### config.mk
export PLATFORM = sky130hd
export DESIGN_NAME = ps2_scancode_receiver
export DESIGN_NICKNAME = d
export VERILOG_FILES = /design/src/rtl/ps2_scancode_receiver.sv
export SDC_FILE = /design/constraint.sdc
export NUM_CORES = 1
export LEC_CHECK = 0
export BUFFER_PORTS_ARGS = -buffer_cell sky130_fd_sc_hd__buf_4
export CAP_MARGIN = 30
export CORE_MARGIN = 2
export CORE_UTILIZATION = 53
export DETAILED_ROUTE_END_ITERATION = 8
export MAX_ROUTING_LAYER = met4
export PLACE_DENSITY = 0.76
export SYNTH_ARGS = -nofsm -noshare
export SYNTH_HDL_FRONTEND = slang
export SYNTH_SLANG_ARGS = --single-unit
### constraint.sdc
create_clock -name Clock -period 1.63 [get_ports Clock]
set_input_delay 0.2445 -clock Clock [delete_from_list [all_inputs] [get_ports Clock]]
set_output_delay 0.2445 -clock Clock [all_outputs]
set_load 0.01 [all_outputs]
### src/rtl/ps2_scancode_receiver.sv
// PS/2 keyboard receiver: pin glitch filters, 11-bit frame deframer and E0/F0 prefix folding.
// Define PS2_PARITY_CHECK_EN to reject frames whose odd parity does not hold.
module ps2_scancode_receiver #(
   parameter int FILTER_LEN     = 8,
   parameter int TIMEOUT_CYCLES = 25000
) (
   input  logic       Clock,
   input  logic       Reset,
   input  logic       iPS2_CLK,
   input  logic       iPS2_DATA,
   output logic [7:0] oScanCode,
   output logic       oBreak,
   output logic       oExtended,
   output logic       oValid,
   output logic       oFrameError
);

`ifdef PS2_PARITY_CHECK_EN
   localparam bit PARITY_CHECK = 1'b1;
`else
   localparam bit PARITY_CHECK = 1'b0;
`endif

   localparam int              TO_W       = (TIMEOUT_CYCLES > 2) ? $clog2(TIMEOUT_CYCLES) : 1;
   localparam logic [TO_W-1:0] TO_LAST    = TO_W'(TIMEOUT_CYCLES - 1);
   localparam logic [7:0]      EXT_PREFIX = 8'hE0;
   localparam logic [7:0]      BRK_PREFIX = 8'hF0;

   typedef enum logic [1:0] {IDLE, DATA, PARITY, STOP} rxState_t;

   // With the check disabled the parity bit is still captured but never vetoes a frame.
   function automatic logic frameGood(input logic stopBit, input logic [7:0] data,
                                      input logic parity);
      return stopBit && (!PARITY_CHECK || (^{data, parity}));
   endfunction

   logic [FILTER_LEN-1:0] clkShift;
   logic [FILTER_LEN-1:0] dataShift;
   logic                  clkFilt;
   logic                  dataFilt;
   logic                  clkFiltPrev;
   logic                  fall;

   rxState_t              state, stateNext;
   logic [7:0]            shiftReg, shiftNext;
   logic [2:0]            bitCount, bitCountNext;
   logic                  parityBit, parityNext;
   logic [TO_W-1:0]       toCount, toCountNext;
   logic                  timeout;
   logic                  extPend, extPendNext;
   logic                  brkPend, brkPendNext;
   logic [7:0]            scanNext;
   logic                  breakNext;
   logic                  extendedNext;
   logic                  validNext;
   logic                  errorNext;

   // Filter stage: a level only changes once the pin has been stable for FILTER_LEN samples
   always_ff @(posedge Clock or negedge Reset) begin
      if (!Reset) begin
         clkShift    <= '1;
         dataShift   <= '1;
         clkFilt     <= 1'b1;
         dataFilt    <= 1'b1;
         clkFiltPrev <= 1'b1;
      end else begin
         clkShift  <= {clkShift[FILTER_LEN-2:0], iPS2_CLK};
         dataShift <= {dataShift[FILTER_LEN-2:0], iPS2_DATA};
         if (&clkShift)
            clkFilt <= 1'b1;
         else if (~|clkShift)
            clkFilt <= 1'b0;
         if (&dataShift)
            dataFilt <= 1'b1;
         else if (~|dataShift)
            dataFilt <= 1'b0;
         clkFiltPrev <= clkFilt;
      end
   end

   assign fall = clkFiltPrev & ~clkFilt;

   // Deframer and byte handler register stage
   always_ff @(posedge Clock or negedge Reset) begin
      if (!Reset) begin
         state       <= IDLE;
         shiftReg    <= '0;
         bitCount    <= '0;
         parityBit   <= 1'b0;
         toCount     <= '0;
         extPend     <= 1'b0;
         brkPend     <= 1'b0;
         oScanCode   <= 8'h00;
         oBreak      <= 1'b0;
         oExtended   <= 1'b0;
         oValid      <= 1'b0;
         oFrameError <= 1'b0;
      end else begin
         state       <= stateNext;
         shiftReg    <= shiftNext;
         bitCount    <= bitCountNext;
         parityBit   <= parityNext;
         toCount     <= toCountNext;
         extPend     <= extPendNext;
         brkPend     <= brkPendNext;
         oScanCode   <= scanNext;
         oBreak      <= breakNext;
         oExtended   <= extendedNext;
         oValid      <= validNext;
         oFrameError <= errorNext;
      end
   end

   always_comb begin
      stateNext    = state;
      shiftNext    = shiftReg;
      bitCountNext = bitCount;
      parityNext   = parityBit;
      extPendNext  = extPend;
      brkPendNext  = brkPend;
      scanNext     = oScanCode;
      breakNext    = oBreak;
      extendedNext = oExtended;
      validNext    = 1'b0;
      errorNext    = 1'b0;

      // A fall arriving on the last allowed cycle still counts, so it beats the timeout.
      timeout = (state != IDLE) && !fall && (toCount == TO_LAST);
      if (state == IDLE || fall)
         toCountNext = '0;
      else
         toCountNext = toCount + 1'b1;

      if (timeout) begin
         stateNext   = IDLE;
         errorNext   = 1'b1;
         extPendNext = 1'b0;
         brkPendNext = 1'b0;
      end else if (fall) begin
         case (state)
            IDLE: begin
               if (!dataFilt) begin
                  stateNext    = DATA;
                  bitCountNext = '0;
               end
            end
            DATA: begin
               shiftNext    = {dataFilt, shiftReg[7:1]};
               bitCountNext = bitCount + 1'b1;
               if (bitCount == 3'd7)
                  stateNext = PARITY;
            end
            PARITY: begin
               parityNext = dataFilt;
               stateNext  = STOP;
            end
            STOP: begin
               stateNext = IDLE;
               if (!frameGood(dataFilt, shiftReg, parityBit)) begin
                  errorNext   = 1'b1;
                  extPendNext = 1'b0;
                  brkPendNext = 1'b0;
               end else if (shiftReg == EXT_PREFIX) begin
                  extPendNext = 1'b1;
               end else if (shiftReg == BRK_PREFIX) begin
                  brkPendNext = 1'b1;
               end else begin
                  scanNext     = shiftReg;
                  breakNext    = brkPend;
                  extendedNext = extPend;
                  validNext    = 1'b1;
                  extPendNext  = 1'b0;
                  brkPendNext  = 1'b0;
               end
            end
            default: stateNext = IDLE;
         endcase
      end
   end

endmodule

==> reports/metrics.csv, run 1 <==
metric,value,unit
dp_slack,0.0690,ns
synth_nets,206,
cp_max_fo,5,
rsz0062_at_grt,yes,
place_congestion,0.792,
hold_viol,0,
pin_count,16,
netlist_instances,194,
cts_max_path_buffers,2,
ir_worst_vdd,0.730,mV
drive_above_1_share,0.380,
ys_seq_elements,61,
grt_pass1_vias,1597,
p_per_area,1310,nW/um^2
muxShareOfSynthArea,0.0725,
netSwitchingFraction,0.290,
numCtsBuffers,9,
crit_type,reg2reg,
drtIter0Drc,55,
hold_path_class,reg2reg,
status,"finished, final reports clean",
p_comb_frac,0.176,
synth-main-ff-cell,dfrtp_1,
die_h,72.5,um
synthAdderAreaFrac,0.0403,
clk_latency,0.34,ns
first_pass_iters,4,
std_cell_rows,24,
power_leakage,1.36,nW
wl_per_cell,15.1,um
crit_required,1.89,ns
syn_to_final_growth,20.1,%
worst_slack,0.0547,ns
max_cap_violations,0,
synth_edf_count,0,
synth_warnings,0,
synth.yosys.seq_area_share,0.624,
ys_top_cells_by_count,"42 x dfrtp_1, 19 x dfstp_2, 16 x mux2_2, 16 x nor2_1",
layout.nets,244,
post-route-cell-area,2980,um^2
synth_top_area_cell,dfrtp_1,
port_buffers,15,
min_period_over_period,0.966,
fin_worst_skew,0.00836,ns
core-area,4440,um^2
vias_per_cell,5.60,
wl,4350,um
cts_tree,built,
async_flop_share,1.00,
start_util,0.559,
instances_no_fill,289,
synth_compound_area_frac,0.0725,
synth_top_family_by_area,simple AND/OR/NAND/NOR gates,
cts-root-buf,clkbuf_8,
switchingPower,0.00114,W
die_w,72.5,um
ys_top_cells_by_area,"dfrtp_1 42%, dfstp_2 20%, mux2_2 7.3%, ha_1 4.0%, xnor2_1 2.8%",
max_slew.worst_pin.slew,0.732,ns
dpl.hpwl,2780,um
synth_top_area_share,0.423,
seqPwrFrac,0.483,
num_antenna_cells,0,
placed_area,2720,um^2
fp.dieArea,5250,um^2
grt_pass1_wl,7560,um
antenna_found_initial,0,
critPathLaunchType,flip-flop,
cts.clk_slew.worst_paths,0.07,ns
place_inst,268,
clock_power_share,0.341,
worstSetupEndpointType,flip-flop,
n_fill_cell,315,
cts_max_level,3,
track_usage,0.199,
setup_viol,0,
grt_start_max_net_pins,62,
synth.avg_cell_area,12.8,um^2
synthSimpleGateAreaFrac,0.133,
synthDistinctLibCells,40,
synthXorXnorAreaFrac,0.0352,
max_freq,635,MHz
vias,1619,
grt_overflow,0,
drc,0,
crit_arrival,1.84,ns
ant_nets,0,
maxSlewHeadroom,0.512,
p_int,0.00278,W
timing.final.crit_period,1.58,ns
yosysMostFrequentCell,dfrtp_1,
clock-sinks,61,
netlist_area,2480,um^2
drv_slew,0,
-- metal layers --
metal  global-route usage  vias up  wire length (um)
li1                     -      768                 -
met1                0.254      813              2080
met2                0.299       28              2030
met3               0.0458       10               134
met4                0.105        0                99
met5                    -        -                 0
-- cells in the final DEF, fill, tap and decap left out, types with 2 or more instances in the layout --
cell	count
a31oi_1	3
nor2_1	16
buf_4	28
a22o_1	2
a21oi_1	5
clkbuf_8	9
inv_1	7
nor4_1	3
nand3_1	7
or3_1	2
or4_1	3
nor3_1	6
dfrtp_1	42
inv_4	3
xor2_1	2
o31ai_1	2
xnor2_1	8
nand4_1	4
o21ai_0	6
dfstp_2	19
o41ai_1	2
nand2_1	8
mux2_2	16
dlygate4sd3_1	3
o22a_1	2
ha_1	7
-- power groups by stage --
stage	combinational [W]	clock (W)	sequential, W
floorplan	0.000393	0	0.00189
global placement	0.000613	0	0.00190
detailed placement	0.000640	0	0.00191
CTS	0.000656	0.00136	0.00189
global route	0.000768	0.00143	0.00192
finish	0.000691	0.00134	0.00189
-- logic make-up after synthesis --
kind of cell	count (synthesis)
xor gates and xnor gates	10
DFF	61
adders and majority gates	8
buffers and inverters	12
and+or+nand+nor	60
muxes	16
AOI/OAI and AO/OA	27
-- final cells by class --
class / instances / area [um^2] / share of cell area
inverters: 7 / 26.3 / 0.00881
clock inverters: 7 / 71.3 / 0.0239
repair buffers: 32 / 251 / 0.0843
flip-flops and latches: 61 / 1550 / 0.519
clock buffers: 9 / 124 / 0.0415
multi-input cells: 121 / 896 / 0.300
well taps: 52 / 65.1 / 0.0218
-- registers in the layout (all words and copies together) (netlist names) --
register and count:
toCount 15, clkShift 8, dataShift 8, oScanCode 8, shiftReg 8, bitCount 3, state 2, brkPend 1
clkFilt 1, clkFiltPrev 1, dataFilt 1, extPend 1, oBreak 1, oExtended 1, oFrameError 1, oValid 1
-- per-stage QoR --
step / total power [W] / setup TNS [ns] / hold WS [ns] / utilization
after floorplan: 0.00228 / 0 / -0.0511 / -
after global placement: 0.00252 / 0 / 0.351 / 0.613
after detailed placement: 0.00255 / 0 / 0.354 / 0.613
after CTS: 0.00390 / 0 / 0.00879 / 0.661
after global routing: 0.00412 / -0.178 / 0.373 / 0.671
final: 0.00392 / 0 / 0.365 / 0.671
-- worst max-delay path, cell delays in order, from the launching register on --
cell and delay (ns):
dfrtp_1 0.38, ha_2 0.20, nand3_2 0.09, or4_4 0.44
nor3_4 0.27, o21bai_1 0.14
-- worst paths after layout --
path	startpoint	end	slack, ns	cells after the start
max in group asynchronous	Reset	shiftReg[4]	0.63	2
min in group asynchronous	Reset	oScanCode[6]	0.52	2
hold reg to reg	dataShift[5]	dataShift[6]	0.36	0
hold / removal	dataShift[5]	dataShift[6]	0.36	0
setup reg to reg	toCount[0]	oFrameError	0.05	5
setup / recovery	toCount[0]	oFrameError	0.05	5
-- repair_timing --
action                                  in CTS  in global routing
endpoints found under the setup margin       0                 14
hold buffers                                 2                  1
buffers inserted                             0                  2
resized for setup                            0                  5
endpoints found under the hold margin       43                  1
Note: power is estimated with default switching activity, not from simulation.
==> run 2, diff against run 1 <==
CORE_MARGIN = 3   (was 2)
==> reports/metrics.csv, run 2 (synthesized netlist as in run 1, its figures left out) <==
metric,value,unit,change
status,"finished, final reports clean",,
cts-root-buf,clkbuf_8,,
hold_viol,0,,unchanged
port_buffers,15,,unchanged
grt_pass1_vias,1680,,+5.2%
grt_util_met1,0.227,,-0.0273
grt.met2_usage,0.287,,-0.0118
timing.final.crit_period,1.54,ns,-0.0344 ns
cts_max_level,3,,unchanged
path_cells,ha_2 -> nand3_1 -> or4_4 -> nor3_4 -> o31ai_1,,
grt_start_max_net_pins,36,,-42%
worstSetupEndpointType,flip-flop,,
slowest_delay,0.44,ns,about the same
finalSetupTns,0,ns,unchanged
grt_pass1_wl,7560,um,about the same
grt_overflow,0,,unchanged
cp_max_fo,5,,unchanged
layout.nets,249,,+2.0%
vias,1617,,-0.12%
power_leakage,1.39,nW,+1.9%
numCtsBuffers,9,,unchanged
vias_per_cell,5.50,,-1.8%
crit_required,1.83,ns,-0.06 ns
p_per_area,1270,nW/um^2,-3.2%
cts.clk_slew.worst_paths,0.07,ns,about the same
die_h,74.5,um,+2.8%
core-area,4440,um^2,unchanged
max_slew.worst_pin.slew,0.444,ns,-0.288 ns
first_pass_iters,4,,unchanged
final_common_cell,dfrtp_1,,
track_usage,0.189,,-0.00997
max_freq,649,MHz,+2.2%
max_cap_violations,0,,unchanged
cts_tree,built,,
drv_slew,0,,unchanged
num_antenna_cells,0,,unchanged
antenna_found_initial,0,,unchanged
crit_type,reg2reg,,
drtIter0Drc,86,,+56%
start_util,0.559,,unchanged
fp.dieArea,5550,um^2,+5.6%
critPathLaunchType,flip-flop,,
place_congestion,0.840,,+6.1%
use_met3,0.0811,,+0.0352
worst_slack,0.0892,ns,+0.0344 ns
setup_viol,0,,unchanged
maxSlewHeadroom,0.704,,+0.192
dpl.hpwl,2960,um,+6.7%
regMostFlops,toCount,,
clock-sinks,61,,unchanged
globalRoute.busiestLayer,met2,,
largest_reg_flops,15,,unchanged
die_w,74.5,um,+2.8%
hold_path_class,reg2reg,,
final_cell_mix,"42 x dfrtp_1, 32 x buf_4, 19 x dfstp_2",,
ant_nets,0,,unchanged
crit_buf_inv,0,,unchanged
wl_per_cell,14.9,um,-1.0%
cts_max_path_buffers,2,,unchanged
crit_family,simple AND/OR/NAND/NOR gates,,
fin_worst_skew,0.00843,ns,+0.0000781 ns
pin_count,16,,unchanged
min_period_over_period,0.945,,-0.0211
clk_latency,0.33,ns,about the same
drive_above_1_share,0.397,,+0.0169
std_cell_rows,24,,unchanged
dp_slack,-0.0545,ns,-0.124 ns
slowest_stage,or4_4,,
ir_worst_vdd,0.884,mV,+21%
wl,4380,um,+0.71%
rsz0062_at_grt,yes,,
syn_to_final_growth,22.4,%,
timing.hold.ws,0.362,ns,-0.00311 ns
drc,0,,unchanged
crit_arrival,1.74,ns,-0.10 ns
[run 2: report_power, final]
part	internal [W]	switching, W	leakage [nW]	total (W)
Combinational	0.000350	0.000354	0.532	0.000704
Sequential	0.00172	0.000163	0.765	0.00189
Clock	0.000702	0.000572	0.0923	0.00127
[run 2: layout make-up]
cell class / count / area [um^2]
clock buffers: 10 / 128
clock inverters: 6 / 63.8
fillers: 326 / 1400
inverters: 7 / 26.3
multi-input cells: 121 / 906
flip-flops and latches: 61 / 1550
well taps: 52 / 65.1
repair buffers: 37 / 302
[run 2: repair_timing]
item                                    CTS  global route
pin swaps                                 0             1
setup buffers                             0             2
resized for setup                         2             8
endpoints found under the setup margin   10            14
hold endpoints to repair                 23             2
hold buffers                              1             2
[run 2: stage by stage]
| stage | instance area, um^2 | util | std cells | total power, W |
|---|---|---|---|---|
| floorplan | 2480 | - | 194 | 0.00228 |
| global placement | 2770 | 0.624 | 273 | 0.00254 |
| detailed placement | 2770 | 0.624 | 273 | 0.00257 |
| CTS | 2980 | 0.670 | 290 | 0.00388 |
| global route | 3040 | 0.684 | 294 | 0.00410 |
| finish | 3040 | 0.684 | 294 | 0.00387 |
[run 2: path summary, 6_finish.rpt]
path	startpoint	endpoint	slack [ns]	cells past startpoint
max reg2reg	toCount[0]	state[1]	0.09	5
max	toCount[0]	state[1]	0.09	5
max in group asynchronous	Reset	dataShift[3]	0.65	3
min	dataShift[5]	dataShift[6]	0.36	0
min reg2reg	dataShift[5]	dataShift[6]	0.36	0
min in group asynchronous	Reset	oScanCode[6]	0.41	2
[run 2: layer usage]
| layer | part of all wire | vias up |
|---|---|---|
| li1 | - | 777 |
| met3 | 0.038 | 4 |
| met2 | 0.50 | 34 |
| met5 | 0 | - |
| met1 | 0.46 | 802 |
| met4 | 0.0087 | 0 |
